[src/rtl/axi_slv_model_fifo.sv]
// axi_slv_model_fifo: power-of-two FIFO with registered full/empty and simultaneous push/pop
module axi_slv_model_fifo #(
  parameter int W = 8,
  parameter int D = 4
) (
  input  logic         aclk,
  input  logic         areset,
  input  logic         push,
  input  logic [W-1:0] din,
  input  logic         pop,
  output logic [W-1:0] dout,
  output logic         full,
  output logic         empty
);
  localparam int PW = $clog2(D);
  logic [W-1:0] mem [D];
  logic [PW-1:0] wp, rp;
  logic [PW:0] cnt, cnt_nxt;
  logic do_push, do_pop;
  assign do_push = push & !full;
  assign do_pop = pop & !empty;
  assign cnt_nxt = cnt + (PW+1)'(do_push) - (PW+1)'(do_pop);
  assign dout = mem[rp];
  always_ff @(posedge aclk or posedge areset)
    if (areset) begin
      wp <= '0;
      rp <= '0;
      cnt <= '0;
      full <= 1'b0;
      empty <= 1'b1;
    end else begin
      wp <= wp + PW'(do_push);
      rp <= rp + PW'(do_pop);
      cnt <= cnt_nxt;
      full <= cnt_nxt == (PW+1)'(D);
      empty <= cnt_nxt == '0;
    end
  always_ff @(posedge aclk)
    if (do_push) mem[wp] <= din;
endmodule

[config.mk]
export PLATFORM = sky130hd
export DESIGN_NAME = axi_slv_model_fifo
export DESIGN_NICKNAME = d
export VERILOG_FILES = /design/src/rtl/axi_slv_model_fifo.sv
export SDC_FILE = /design/constraint.sdc
export NUM_CORES = 1
export LEC_CHECK = 0
export BUFFER_PORTS_ARGS = -buffer_cell sky130_fd_sc_hd__buf_4
export CAP_MARGIN = 10
export CORE_UTILIZATION = 45
export CTS_CLUSTER_DIAMETER = 50
export DETAILED_ROUTE_END_ITERATION = 12
export PLACE_DENSITY = 0.65
export SLEW_MARGIN = 20
export SYNTH_ARGS = -nofsm -noshare
export SYNTH_HDL_FRONTEND = slang
export SYNTH_SLANG_ARGS = --single-unit
export TNS_END_PERCENT = 5
[constraint.sdc]
create_clock -name aclk -period 5 [get_ports aclk]
set_input_delay 0.5 -clock aclk [delete_from_list [all_inputs] [get_ports aclk]]
set_output_delay 0.5 -clock aclk [all_outputs]
set_load 0.02 [all_outputs]
# ---- After elaboration in Yosys (flattened, before gate mapping)
# Memory sizes are Yosys's and may differ from the RTL's.
# Cells that the tools add are included.
dict set report classes {
  n_bitwise 2
  n_eq_ne 1
  add_sub_neg 4
  n_mux 2
  n_reduce_logical 3
}
# operator n
set op_table {}
lappend op_table {{2-bit by 1-bit adder with 2-bit output} 2}
lappend op_table {{3-bit by 1-bit adder with 3-bit output} 1}
lappend op_table {{3-bit == test (second input constant)} 1}
lappend op_table {{3-bit zero test} 1}
lappend op_table {{3-bit by 1-bit subtractor with 3-bit output} 1}
lappend op_table {{1-bit bitwise AND} 2}
lappend op_table {{1-bit zero test} 2}
lappend op_table {{1-bit 2-to-1 mux} 2}
dict set report word_totals {
  ff_bits 9
  memories 1
  inputBits 12
  out_inout_bits 10
  word_cells 18
  ramBits 32
}
# name words word_bits read_ports rd_ports_with_merged_regs write_ports line_no
set mem_list {}
lappend mem_list {mem 4 8 1 0 1 16} ;# logic [W-1:0] mem [D];

# ---- Logic depth before layout (Yosys ltp)
# Gate-level depths: netlist of run 1.
dict set report depth {
  ltp_word 5
  ltp_mapped 8
  ltp_nobuf 7
}

# ---- Worst setup path before layout of run 1
# No wires, ideal clock.
dict set report synth_timing {
  path_type {in2reg}
  from {in push}
  to {reg full}
  path_stages 8
  setup_slack_ns 3.074
  setup_time_ns 0.119
  n_path_buf 1
  t_arrival_ns 1.807
  t_required_ns 4.881
  path_cell_list {nor2b_1 > clkbuf_2 > xnor2_1 > ha_1 > inv_1 > fa_1 > xor3_1 > nor3b_2}
}
dict set report synth_between {
  elab_chain_cells 4
}
# element line_no
set synth_lines {}
lappend synth_lines {{start, declared} 8} ;# input logic push,
lappend synth_lines {{1-bit bitwise AND} 20} ;# assign do_push = push & !full;
lappend synth_lines {{3-bit by 1-bit adder with 3-bit output} 22} ;# assign cnt_nxt = cnt + (PW+1)'(do_push) - (PW+1)'(do_pop);
lappend synth_lines {{3-bit by 1-bit subtractor with 3-bit output} 22}
lappend synth_lines {{named net cnt_nxt[2]} 18} ;# logic [PW:0] cnt, cnt_nxt;
lappend synth_lines {{3-bit == test} 35} ;# full <= cnt_nxt == (PW+1)'(D);
lappend synth_lines {{end signal, assigned} 35}
lappend synth_lines {{end, declared} 12} ;# output logic full,
# The timed path passes the listed nets, and every way through them passes these cells.

# ---- Worst setup path in the final report of run 1
dict set report layout_timing {
  from {reg rp[0]}
  to {out dout[5]}
}
dict set report layout_between {
  elab_chain_cells 1
}
# element line_no
set layout_lines {}
lappend layout_lines {{start, declared} 17} ;# logic [PW-1:0] wp, rp;
lappend layout_lines {{start signal, assigned} 33} ;# rp <= rp + PW'(do_pop);
lappend layout_lines {{memory 4 x 8 bit} --}
lappend layout_lines {{end, declared} 11} ;# output logic [W-1:0] dout,
# Every way passes these cells.

==> results.yml, run 1 <==
timing:
  fin_crit_sh: 0.474
  hold_viol: 0
  period_needed_ps: 2370
  slew_headroom: 0.543
  finalSetupTns_ps: 0
  tightestPinTransition_ps: 682
  timing.final.ws_setup_ps: 2630
  clock_skew_ps: 11.0
  fmax_ghz: 0.422
  drv_slew: 0
  setup_violations: 0
  rsz0062_at_grt: "false"
route:
  antenna_left: 0
  drc: 0
  drt_first_pass_iters: 4
  wl_mm: 2.32
  avgRoutedWirePerCell_um: 16.0
  drtIter0Drc: 11
  vias: 726
  vias_per_cell: 5.01
floorplanning:
  io_pins: 22
  core_mm2: 0.00334
  chipWidth_um: 61.2
  start_util: 0.472
  die-area_mm2: 0.00374
  die_y_um: 61.2
  rows: 21
clocking:
  clock_latency_ps: 350
  ctsHtreeMaxLevel: 2
  cts_tree: "built"
  clkSinkCount: 41
  clockBufferDepth: 2
  cts_made_buffers: 5
  ctsHoldBuffers: 0
  clockRootBuffer: "clkbuf_4"
  cts_resized: 0
  post_cts_buffers: 0
  clk_pin_slew_ps: 120
setup_path:
  cp_max_fo: 10
  required_ps: 4500
  critPathKind: "reg -> out"
  crit_slowest_cell: "dfrtp_1"
  rr_worst_depth: 7
  critical_path_buf_inv_count: 1
  crit_arrival_ps: 1870
  start_kind: "register"
  worstPathCellList: "mux4_2 -> buf_4"
  crit_path_end_kind: "output pin"
  cp.depth: 2
  crit_path_max_incr_delay_ps: 750
  crit_family: "flip-flops"
synthesis:
  ys_types: 22
  synth-xor-area-share: 0.0373
  synthSimpleGateAreaFrac: 0.0460
  synth-adder-area-share: 0.0286
  syn_inst: 73
  synth-seq-cells: 41
  ys_seq_area_frac: 0.753
  synth_warnings: 0
  synth_mux_area_frac: 0.114
  postSynthAreaPerCell_um2: 21.6
  netlist_area_mm2: 0.00158
  syn-num-nets: 88
  synth_top_family_by_area: "multiplexers"
  synth_compound_area_frac: 0
global_route:
  use_met3: 0.0441
  use_met1: 0.180
  grt_pass1_wl_mm: 3.50
  gr-usage-met2: 0.224
  grt_pass1_vias: 680
  grt_start_max_net_pins: 15
  antenna_found_initial: 0
  gr-max-usage-layer: "met2"
  grt_use_total: 0.146
  gr-total-overflow: 0
cells_and_area:
  antenna_cells: 0
  syn_to_final_growth_pct: 19.4
  fin_area_mm2: 0.00188
  nets: 113
  layout-drive-gt1-share: 0.404
place:
  gp_congestion: 0.729
  portBuffers: 21
  dpl_cell_area_mm2: 0.00177
  dp.final_hpwl_mm: 1.48
  place_ws_ps: 2590
power_and_ir_drop:
  p_sw_uw: 341
  leakage_uw: 0.000707
  swShare: 0.297
  p_comb_frac: 0.311
  power.share.clock: 0.232
  internal_power_uw: 809
  seq_power_share: 0.457
  p_per_area_mw_per_mm2: 611
  ir_drop_mv: 0.444
  p_total_uw: 1150
worst_hold_path:
  hp-class: "in -> async"
run:
  drv_cap: 0
outcome:
  status: "completed"
==> worst paths after layout <==
kind,slack (ps),from,endpoint
min reg2reg,550,wp[1],wp[1]
max,2630,rp[0],dout[5]
min,90,areset,full
min in group aclk,340,din[7],mem[3][7]
max reg2reg,3030,full,full
max in group asynchronous,4620,areset,empty
==> routing by layer <==
layer / vias to the layer above / share of wire
li1: 334 / -
met1: 363 / 0.45
met2: 22 / 0.49
met3: 7 / 0.041
met4: 0 / 0.022
met5: - / 0
==> synthesized netlist by cell type, drive strengths merged <==
library cell  number  share of area
inv                3         0.0071
fa                 1          0.013
dfstp              1          0.017
nor3b              2          0.013
xor2               1         0.0056
nand2b             1         0.0040
buf                2          0.010
xnor2              3          0.017
nand3b             1         0.0048
nor3               1         0.0032
edfxtp            32           0.61
nor2               1         0.0024
dfrtp              8           0.13
xor3               1          0.015
ha                 2          0.016
mux4               8           0.11
and3b              2          0.011
nor2b              1         0.0040
clkbuf             1         0.0032
and3               1         0.0040
==> sequential cells by signal (all words and copies together) (netlist names) <==
signal	flops
mem	32
cnt	3
rp	2
wp	2
empty	1
full	1
==> cell type report <==
cell class | count | area, um^2
multi-input combinational | 26 | 362
sequential | 41 | 1190
tap | 46 | 57.6
fill | 258 | 1460
clock inverter | 3 | 68.8
inverter | 3 | 11.3
timing repair buffer | 21 | 158
clock buffer | 5 | 37.5
==> stage by stage <==
step | util | hold WS, ps | std cells
floorplan | - | 327 | 73
detailed placement | 0.531 | 487 | 137
CTS | 0.562 | 84.3 | 145
global route | 0.564 | 91.9 | 145
finish | 0.564 | 90.9 | 145
global placement | 0.531 | 476 | 137
==> placed cells by master (no fill, tap or decap) <==
master	instances
and3_1	1
and3b_1	2
buf_4	21
bufinv_16	2
clkbuf_4	5
dfrtp_1	8
dfstp_2	1
edfxtp_1	32
fa_1	1
ha_1	2
inv_1	3
inv_6	1
mux4_2	8
nand2b_1	1
nand3b_1	1
nor2_1	1
nor2b_1	1
nor3_1	1
nor3b_2	2
xnor2_1	3
xor2_1	1
xor3_1	1
==> kinds of logic (layout without fill, tap and decap cells) <==
kind of cell,after synthesis,in the layout
buffers and inverters,6,32
AND/OR/NAND/NOR,10,10
multiplexers,8,8
flip-flops,41,41
XOR/XNOR,5,5
adder cells (fa/ha/maj),3,3
==> power by group through the flow <==
| stage | clock network [uW] | registers, uW | logic [uW] |
|---|---|---|---|
| final | 267 | 526 | 358 |
| after global routing | 289 | 539 | 393 |
| after CTS | 274 | 529 | 362 |
| after detailed placement | 0 | 535 | 359 |
| after global placement | 0 | 531 | 356 |
| after floorplan | 0 | 494 | 290 |
(Power assumes the default switching activity.)
==> run 2, diff against run 1 <==
--- a/config.mk
+++ b/config.mk
@@ -10,7 +10,7 @@
 export CORE_UTILIZATION = 45
 export CTS_CLUSTER_DIAMETER = 50
 export DETAILED_ROUTE_END_ITERATION = 12
-export PLACE_DENSITY = 0.65
+export PLACE_DENSITY = 0.68
 export SLEW_MARGIN = 20
 export SYNTH_ARGS = -nofsm -noshare
 export SYNTH_HDL_FRONTEND = slang
==> constraint.sdc (replaced) <==
create_clock -name aclk -period 2.05 [get_ports aclk]
set_input_delay 0.205 -clock aclk [delete_from_list [all_inputs] [get_ports aclk]]
set_output_delay 0.205 -clock aclk [all_outputs]
set_load 0.02 [all_outputs]
==> run 2 against run 1 <==
Compared with the run above: via count increased by 0.55%; sequential cell count unchanged; global-route usage shrank 0.43 points; worst setup slack lost 2500 ps; sequential share of layout area decreased by 0.17 points; critical path depth grew 5; register-to-register slack lost 2900 ps; sequential power is 130% higher; clock skew is 0.50 ps higher; die area unchanged; cell count up 2.8%; first-iteration DRC count is 64% higher.
==> results.yml, run 2 (synthesis results as in run 1) <==
timing:
  tightestPinTransition_ps: 468
  fmax_ghz: 0.520
  setup_violations: 0
  rsz0062_at_grt: "false"
  drv_slew: 0
  hold_viol: 0
  fin_crit_sh: 0.938
  clock_skew_ps: 11.5
  period_needed_ps: 1920
  slew_headroom: 0.688
  finalSetupTns_ps: 0
  whs_ps: 45.0
cells_and_area:
  seq_area_mm2: 0.00119
  multi_input_area_um2: 357
  layout-drive-gt1-share: 0.408
  reg_top3: "mem: 32 flops, cnt: 3 flops"
  regMostFlops: "mem"
  fillers: 265
  final_common_cell: "edfxtp_1"
  final_cell_mix: "edfxtp_1 (32), buf_4 (24), mux4_2 (8), dfrtp_1 (8), clkbuf_4 (5)"
  nets: 117
  syn_to_final_growth_pct: 19.7
  fin_area_mm2: 0.00189
  largest_reg_flops: 32
  antenna_cells: 0
clocking:
  cts_made_buffers: 5
  clock_latency_ps: 350
  clockBufferDepth: 2
  clk_pin_slew_ps: 130
  ctsHtreeMaxLevel: 2
  post_cts_buffers: 0
  clkSinkCount: 41
  cts_resized: 0
  cts_tree: "built"
  clockRootBuffer: "clkbuf_4"
power_and_ir_drop:
  leakage_uw: 0.000710
  p_total_uw: 2710
  p_per_area_mw_per_mm2: 1430
  ir_drop_mv: 0.693
global_route:
  gr-usage-met2: 0.210
  use_met3: 0.0672
  gr-total-overflow: 0
  grt_pass1_vias: 685
  gr-max-usage-layer: "met2"
  grt_start_max_net_pins: 15
  antenna_found_initial: 0
  grt_pass1_wl_mm: 3.37
  use_met1: 0.172
  grt_use_total: 0.142
setup_path:
  crit_slowest_cell: "dfstp_2"
  reg2reg_from: "empty"
  start_kind: "register"
  crit_arrival_ps: 2160
  crit_path_end_kind: "register"
  critPathKind: "reg -> reg"
  rr_worst_depth: 7
  worstPathCellList: "nand2b_1 -> xnor2_1 -> ha_1 -> inv_1 -> fa_1 -> xor3_1 -> nor3b_2"
  rrSetupSlack_ps: 130
  required_ps: 2290
  r2r_end: "full"
  crit_path_max_incr_delay_ps: 550
  cp_max_fo: 3
route:
  vias: 730
  antenna_left: 0
  drt_first_pass_iters: 4
  vias_per_cell: 4.90
  wl_mm: 2.22
  drtIter0Drc: 18
  drc: 0
  avgRoutedWirePerCell_um: 14.9
floorplanning:
  die_y_um: 61.2
  die-area_mm2: 0.00374
  chipWidth_um: 61.2
  core_mm2: 0.00334
  rows: 21
  start_util: 0.472
  io_pins: 22
place:
  gp_congestion: 0.668
  dpl_cell_area_mm2: 0.00179
  dp.final_hpwl_mm: 1.46
  portBuffers: 21
worst_hold_path:
  hp-start: "din[6]"
  hp-class: "in -> reg"
  holdPathStages: 1
  min_to: "mem[0][6]"
run:
  drv_cap: 0
outcome:
  status: "completed"
## run 2: cell count changes in the layout (fill, tap and decap cells not counted), sizes merged
cell,change
buf,+3
bufinv,-1
clkinv,+1
clkinvlp,+1
dlygate4sd3,+1
inv,-1
## run 2: worst max-delay path, delay by kind of cell, from the launching register on
family | cells | cell delay (ps)
xor gates and xnor gates | 2 | 360
adders and majority gates | 2 | 530
buffers and inverters | 1 | 40
DFF | 1 | 550
and+or+nand+nor | 2 | 350
## run 2: stage by stage
stage | util | cells | worst slack, ps
2_1_floorplan | - | 73 | 144
3_3_place_gp | 0.537 | 140 | 190
3_5_place_dp | 0.537 | 140 | 144
4_1_cts | 0.565 | 149 | 113
5_1_grt | 0.565 | 149 | 39.6
6_report | 0.565 | 149 | 128
## run 2: cell type report
type | instances | area share
Clock inverter | 3 | 0.0245
Clock buffer | 5 | 0.0199
Sequential cell | 41 | 0.629
Timing Repair Buffer | 25 | 0.101
Tap cell | 46 | 0.0305
Inverter | 3 | 0.00597
Multi-Input combinational cell | 26 | 0.189
## run 2: routing by layer
layer,vias to the layer above,wire length (um)
met3,7,155
li1,344,-
met1,353,957
met2,26,1050
met5,-,0
met4,0,53
## run 2: power by group
| part | switching, uW | internal, uW |
|---|---|---|
| Sequential | 108 | 1120 |
| Clock | 266 | 258 |
| Combinational | 462 | 493 |
## run 2: worst max path at each step
stage | startpoint | endpoint | slack [ps] | cells after the start
after floorplan | empty | full | 140 | 7
after global placement | empty | empty | 190 | 7
after detailed placement | empty | full | 140 | 7
after CTS | empty | empty | 110 | 7
after global routing | empty | empty | 40 | 7
final | empty | full | 130 | 7
## run 2: what timing repair did
item / in CTS / in global routing
hold endpoints to repair: 8 / 0
endpoints found under the setup margin: 0 / 0
hold buffers: 1 / 0
